`src/rtl/muldiv_unit_pkg.sv`:
```
// Shared definitions for the RV32M iterative multiply/divide unit:
// operation encodings, FSM states and fixed constants.
package muldiv_unit_pkg;

  localparam int          ITER_COUNT  = 32;
  localparam logic [31:0] DIV_BY_ZERO = 32'hFFFF_FFFF;

  // funct3 of the M-extension instructions
  typedef enum logic [2:0] {
    OP_MUL    = 3'b000,
    OP_MULH   = 3'b001,
    OP_MULHSU = 3'b010,
    OP_MULHU  = 3'b011,
    OP_DIV    = 3'b100,
    OP_DIVU   = 3'b101,
    OP_REM    = 3'b110,
    OP_REMU   = 3'b111
  } mdu_op_e;

  typedef enum logic [1:0] {
    S_IDLE = 2'b00,
    S_CALC = 2'b01,
    S_DONE = 2'b10
  } mdu_state_e;

  function automatic logic is_div(input mdu_op_e op);
    return op[2];
  endfunction

  function automatic logic a_is_signed(input mdu_op_e op);
    return op inside {OP_MUL, OP_MULH, OP_MULHSU, OP_DIV, OP_REM};
  endfunction

  function automatic logic b_is_signed(input mdu_op_e op);
    return op inside {OP_MUL, OP_MULH, OP_DIV, OP_REM};
  endfunction

endpackage

```
`src/rtl/muldiv_unit_negate.sv`:
```
// 64-bit conditional two's-complement negator, used both to take operand
// magnitudes and to apply the sign to the final result.
module mdu_negate (
  input  logic [63:0] i_value,
  input  logic        i_negate,
  output logic [63:0] o_value
);

  assign o_value = i_negate ? (~i_value + 64'd1) : i_value;

endmodule

```
`src/rtl/muldiv_unit.sv`:
```
// Iterative RV32M multiply/divide unit: fixed 32-iteration shift-add multiply
// and restoring divide on operand magnitudes, sign applied on completion.
module muldiv_unit
  import muldiv_unit_pkg::*;
(
  input  logic        clk,
  input  logic        reset,
  input  logic        Start,
  input  logic        Flush,
  input  logic [2:0]  MDUOp,
  input  logic [31:0] SrcA,
  input  logic [31:0] SrcB,
  output logic        Busy,
  output logic        Done,
  output logic [31:0] MDUResult
);

  mdu_state_e  r_state, w_state_next;
  mdu_op_e     w_op_in, r_op;

  logic        w_a_neg, w_b_neg, w_res_neg_in;
  logic [63:0] w_mag_a_full, w_mag_b_full;
  logic [31:0] r_mag_a, r_mag_b;
  logic        r_res_neg, r_div_zero;
  logic [4:0]  r_cnt;
  logic        w_start, w_step, w_last;

  logic [63:0] r_acc, w_acc_next;
  logic [32:0] w_mul_sum;
  logic [31:0] r_rem, r_quo, w_rem_next, w_quo_next;
  logic [32:0] w_rem_shift;
  logic [33:0] w_rem_diff;
  logic        w_q_bit;

  logic [31:0] w_div_sel;
  logic [63:0] w_res_in, w_res_signed;
  logic [31:0] w_result;
  logic        w_unused;

  // ---------------- operand capture ----------------
  assign w_op_in = mdu_op_e'(MDUOp);
  assign w_a_neg = a_is_signed(w_op_in) & SrcA[31];
  assign w_b_neg = b_is_signed(w_op_in) & SrcB[31];

  // NOTE: every always_comb output gets a default first so no path leaves it unassigned (no latch).
  always_comb begin
    w_res_neg_in = w_a_neg ^ w_b_neg;
    if (w_op_in == OP_REM || w_op_in == OP_REMU) w_res_neg_in = w_a_neg;
  end

  mdu_negate u_neg_a (.i_value({32'b0, SrcA}), .i_negate(w_a_neg), .o_value(w_mag_a_full));
  mdu_negate u_neg_b (.i_value({32'b0, SrcB}), .i_negate(w_b_neg), .o_value(w_mag_b_full));

  assign w_start = (r_state == S_IDLE) && Start && !Flush;
  assign w_step  = (r_state == S_CALC) && !Flush;
  assign w_last  = (r_cnt == 5'(ITER_COUNT - 1));

  // ---------------- one iteration ----------------
  // Multiply: product register holds {partial sum, remaining multiplier bits}.
  assign w_mul_sum  = {1'b0, r_acc[63:32]} + (r_acc[0] ? {1'b0, r_mag_a} : 33'd0);
  assign w_acc_next = {w_mul_sum, r_acc[31:1]};

  // Divide: dividend bits shift out of r_quo as quotient bits shift in.
  assign w_rem_shift = {r_rem, r_quo[31]};
  assign w_rem_diff  = {1'b0, w_rem_shift} - {2'b00, r_mag_b};
  assign w_q_bit     = ~w_rem_diff[33];
  assign w_rem_next  = w_q_bit ? w_rem_diff[31:0] : w_rem_shift[31:0];
  assign w_quo_next  = {r_quo[30:0], w_q_bit};

  // ---------------- result formation ----------------
  assign w_div_sel = (r_op == OP_DIV || r_op == OP_DIVU) ? w_quo_next : w_rem_next;
  assign w_res_in  = is_div(r_op) ? {32'b0, w_div_sel} : w_acc_next;

  mdu_negate u_neg_res (.i_value(w_res_in), .i_negate(r_res_neg), .o_value(w_res_signed));

  always_comb begin
    w_result = w_res_signed[31:0];
    unique case (r_op)
      OP_MULH, OP_MULHSU, OP_MULHU: w_result = w_res_signed[63:32];
      OP_DIV, OP_DIVU:              if (r_div_zero) w_result = DIV_BY_ZERO;
      default:                      ;
    endcase
  end

  // Upper magnitude halves are always zero or sign fill; nothing reads them.
  assign w_unused = ^{w_mag_a_full[63:32], w_mag_b_full[63:32], w_rem_diff[32]};

  // ---------------- FSM ----------------
  // NOTE: sequential state uses non-blocking assignments so every flop samples pre-edge values.
  always_ff @(posedge clk or posedge reset) begin
    if (reset) r_state <= S_IDLE;
    else       r_state <= w_state_next;
  end

  always_comb begin
    w_state_next = r_state;
    unique case (r_state)
      S_IDLE:  if (w_start) w_state_next = S_CALC;
      S_CALC:  if (Flush) w_state_next = S_IDLE;
               else if (w_last) w_state_next = S_DONE;
      S_DONE:  w_state_next = S_IDLE;
      default: w_state_next = S_IDLE;
    endcase
  end

  assign Busy = (r_state == S_CALC);
  assign Done = (r_state == S_DONE);

  // ---------------- datapath registers ----------------
  // NOTE: datapath registers are reset too, so MDUResult reads 0 out of reset.
  always_ff @(posedge clk or posedge reset) begin
    if (reset) begin
      r_op       <= OP_MUL;
      r_mag_a    <= '0;
      r_mag_b    <= '0;
      r_res_neg  <= 1'b0;
      r_div_zero <= 1'b0;
      r_cnt      <= '0;
      r_acc      <= '0;
      r_rem      <= '0;
      r_quo      <= '0;
      MDUResult  <= '0;
    end else if (w_start) begin
      r_op       <= w_op_in;
      r_mag_a    <= w_mag_a_full[31:0];
      r_mag_b    <= w_mag_b_full[31:0];
      r_res_neg  <= w_res_neg_in;
      r_div_zero <= (SrcB == 32'd0);
      r_cnt      <= '0;
      r_acc      <= {32'b0, w_mag_b_full[31:0]};
      r_rem      <= '0;
      r_quo      <= w_mag_a_full[31:0];
    end else if (w_step) begin
      r_cnt <= r_cnt + 5'd1;
      r_acc <= w_acc_next;
      r_rem <= w_rem_next;
      r_quo <= w_quo_next;
      if (w_last) MDUResult <= w_result;
    end
  end

endmodule
```
`config.mk`:
```
export PLATFORM = sky130hd
export DESIGN_NAME = muldiv_unit
export DESIGN_NICKNAME = d
export VERILOG_FILES = /design/src/rtl/muldiv_unit_pkg.sv /design/src/rtl/muldiv_unit_negate.sv /design/src/rtl/muldiv_unit.sv
export SDC_FILE = /design/constraint.sdc
export NUM_CORES = 1
export LEC_CHECK = 0
export ABC_AREA = 1
export BUFFER_PORTS_ARGS = -buffer_cell sky130_fd_sc_hd__buf_4
export CORE_ASPECT_RATIO = 1.5
export CORE_MARGIN = 2
export CORE_UTILIZATION = 55
export DETAILED_ROUTE_END_ITERATION = 12
export GPL_TIMING_DRIVEN = 0
export PLACE_DENSITY = 0.84
export SYNTH_ARGS = -nofsm -noshare
export SYNTH_HDL_FRONTEND = slang
export SYNTH_SLANG_ARGS = --single-unit
```
`constraint.sdc`:
```
create_clock -name clk -period 7.2 [get_ports clk]
set_input_delay 0 -clock clk [delete_from_list [all_inputs] [get_ports clk]]
set_output_delay 0 -clock clk [all_outputs]
set_load 0.03 [all_outputs]
```
==> impl_metrics.tcl <==
set metrics [dict create \
    rrSetupSlack_ns 2.16 \
    hold_viol 0 \
    final_area_mm2 0.0222 \
    synth_top_cell_by_area "dfrtp_1" \
    whs_path_depth 6 \
    irDropWorstVdd_mv 0.211 \
    setup.worst_path.start_class "flop" \
    hold_path_class "in2reg" \
    gp_congestion 1.19 \
    r2r-end "MDUResult[31]$_DFFE_PP0P_" \
    syn2layout_area_growth_pct 15.2 \
    synthCells 3069 \
    p_comb_share_pct 61.1 \
    layout_commonest_cell "nand2_1" \
    finalWorstSetupSlack_ns 2.16 \
    clk_pin_slew_worst_paths_ns 0.07 \
    min-delay-start "SrcA[5]" \
    pre_cts_slack_ns 2.32 \
    setup_viol 0 \
    internal_power_mw 3.68 \
    cts_tree "done" \
    insertedDiodeCount 0 \
    routed_wl_um 85200 \
    rsz0062_at_grt "false" \
    p_clk_share_pct 15.9 \
    ff2ff_path_depth 26 \
    fp.dieH_um 233 \
    finalCriticalPeriod_ns 5.04 \
    cts_buffer_depth 3 \
    yosysSeqAreaShare_pct 30.6 \
    worstPathMaxFanout 10 \
    crit_type "reg2reg" \
    ios 105 \
    vias_per_cell 5.95 \
    final_cell_mix "880 x nand2_1, 521 x inv_1, 299 x nand3_1" \
    r2r-start "r_acc[0]$_DFFE_PP0P_" \
    core-area_mm2 0.0348 \
    slew_viol_final 0 \
    row_count 84 \
    cts_buffers 23 \
    layout_worst_path_cycle_share_pct 70.0 \
    clkLatencyLatePin_ns 0.58 \
    p_per_area_mw_per_mm2 355 \
    drtAntennaViolNets 0 \
    firstDrtPassIters 9 \
    avgSynthCellArea_um2 6.29 \
    postSynth.asyncResetShare_pct 100 \
    netlist_area_mm2 0.0193 \
    synth-edff-count 0 \
    start_util_pct 55.5 \
    status "completed" \
    yosys_most_used_dff "dfrtp_1" \
    slew_headroom_pct 34.5 \
    max_cap_violations 0 \
    tightest_slew_ns 0.982 \
    grt-ovfl-total 0 \
    p_total_mw 7.89 \
    seqCellArea_mm2 0.00591 \
    yosys-top-cells-area "dfrtp_1 31%, nand2_1 17%, inv_1 10%" \
    grt_pass1_vias 21000 \
    drive_gt1_share_pct 7.29 \
    grt_usage_pct 46.1 \
    cts_max_level 1 \
    crit_arrival_ns 5.52 \
    final_nets 3418 \
    drt_iter0_drc 2581 \
    switchingPower_mw 4.21 \
    p_leak_nw 12.1 \
    cts_setup_buffers 0 \
    finalSetupTns_ns 0 \
    fmaxAchievable_mhz 198 \
    wl_per_cell_um 22.6 \
    syn-num-nets 3211 \
    clockRootBuffer "clkbuf_16" \
    yosysTopAreaCellShare_pct 30.6 \
    clock_sinks 236 \
    hold_path_end "r_mag_a[7]$_DFFE_PP0P_" \
    antenna_found_initial 1 \
    synth-seq-cells 236 \
    dpl.hpwl_um 67300 \
    placed_cell_area_mm2 0.0207 \
    netlist-cell-type-count 53 \
    multiInputGateArea_mm2 0.0110 \
    switching_share_pct 53.4 \
    p_seq_share_pct 23.0 \
    n_fill_cell 3230 \
    drcViolationCount 0 \
    dieArea_mm2 0.0366 \
    grt_pass1_wl_um 124000 \
    synth_warnings 0 \
    cp_data_required_time_ns 7.68 \
    via_count 22400 \
    port_buffers 104 \
    final.setup_skew_ns 0.0375 \
    cp-end-kind "flop" \
    die_w_um 157 \
    grt_max_degree 104 \
]
-- critical path, stage by stage (launching register included) --
cell      delay, ns
dfrtp_1        0.32
clkbuf_1       0.30
clkbuf_1       0.44
nand2_1        0.10
inv_1          0.08
ha_1           0.21
inv_1          0.07
fa_1           0.41
o21ai_0        0.54
nand2_1        0.10
nand2_1        0.18
nand2_1        0.07
nand2_1        0.20
nand2_1        0.10
nand3_1        0.18
nand2_1        0.16
nor2_1         0.22
nand2_1        0.19
nor2_1         0.26
nand4_1        0.14
nand2_1        0.10
nand2_1        0.07
nand2_1        0.06
nand3_1        0.09
nand2_1        0.18
nand2_1        0.09
nand2_1        0.07
-- kinds of logic after synthesis --
| group | share of synthesized area (%) |
|---|---|
| AO/OA/AOI/OAI | 14.6 |
| XOR/XNOR | 1.54 |
| adder cells (fa/ha/maj) | 4.68 |
| buffers and inverters | 12.4 |
| flip-flops | 30.6 |
| AND/OR/NAND/NOR | 36.2 |
-- what timing repair did --
action	in CTS	in global routing
endpoints found under the hold margin	251	0
resized for setup	0	0
hold buffers	76	0
-- state kept, by name, indices dropped and copies added (netlist names) --
name,flops
MDUResult,32
r_acc,64
r_cnt,5
r_div_zero,1
r_mag_a,32
r_mag_b,32
r_op,3
r_quo,32
r_rem,32
r_res_neg,1
r_state,2
-- power groups by stage --
stage	Combinational, mW	Clock, mW	Sequential [mW]
CTS	4.61	1.24	1.80
global placement	4.49	0	1.82
global route	5.19	1.29	1.84
finish	4.82	1.25	1.82
detailed placement	4.55	0	1.82
floorplan	3.12	0	1.76
-- how the worst max path moves through the flow --
stage | startpoint | depth (start not counted) | slack (ns) | to
after floorplan | reset | 1 | 0.73 | MDUResult[0]$_DFFE_PP0P_
after global placement | reset | 2 | -1.61 | r_acc[56]$_DFFE_PP0P_
after detailed placement | r_acc[0]$_DFFE_PP0P_ | 24 | 2.32 | MDUResult[27]$_DFFE_PP0P_
after CTS | r_acc[0]$_DFFE_PP0P_ | 24 | 2.26 | MDUResult[27]$_DFFE_PP0P_
after global routing | r_acc[0]$_DFFE_PP0P_ | 28 | 1.79 | MDUResult[31]$_DFFE_PP0P_
final | r_acc[0]$_DFFE_PP0P_ | 26 | 2.16 | MDUResult[31]$_DFFE_PP0P_
-- per-layer routing --
metal,vias to the layer above,wire [µm],global-route usage (%)
li1,10300,-,-
met1,10200,27800,48.1
met2,1366,38600,74.5
met3,518,7250,8.70
met4,2,11500,49.0
met5,-,13,0
-- synth_stat cells (8+ instances only) --
cell	n
a21oi_1	135
a32o_1	8
buf_1	15
clkbuf_1	69
dfrtp_1	236
ha_1	69
inv_1	522
nand2_1	880
nand2_2	25
nand3_1	299
nand3_2	9
nand3b_1	13
nand4_1	44
nor2_1	271
nor2_2	22
nor3_1	29
o211ai_1	10
o21ai_0	191
o21bai_1	16
o221ai_1	47
o22ai_1	36
or2_2	10
xnor2_1	13
xor2_1	21
-- layout make-up --
type                            instances  area share (%)
Buffer                                 96            1.82
Clock buffer                           32            2.87
Clock inverter                          9           0.461
Inverter                              530            8.98
Multi-Input combinational cell       2207            49.5
Sequential cell                       236            26.6
Tap cell                              473            2.66
Timing Repair Buffer                  182            7.18
-- per-stage QoR --
| stage | hold WS, ns | utilization, % | instances |
|---|---|---|---|
| global route | 0.0173 | 63.9 | 3765 |
| detailed placement | -0.00250 | 59.6 | 3648 |
| floorplan | 0.110 | - | 3069 |
| finish | 0.0188 | 63.9 | 3765 |
| global placement | 0.273 | 59.4 | 3646 |
| CTS | 0.00133 | 63.9 | 3765 |
Power figures use the tool's default switching activity.
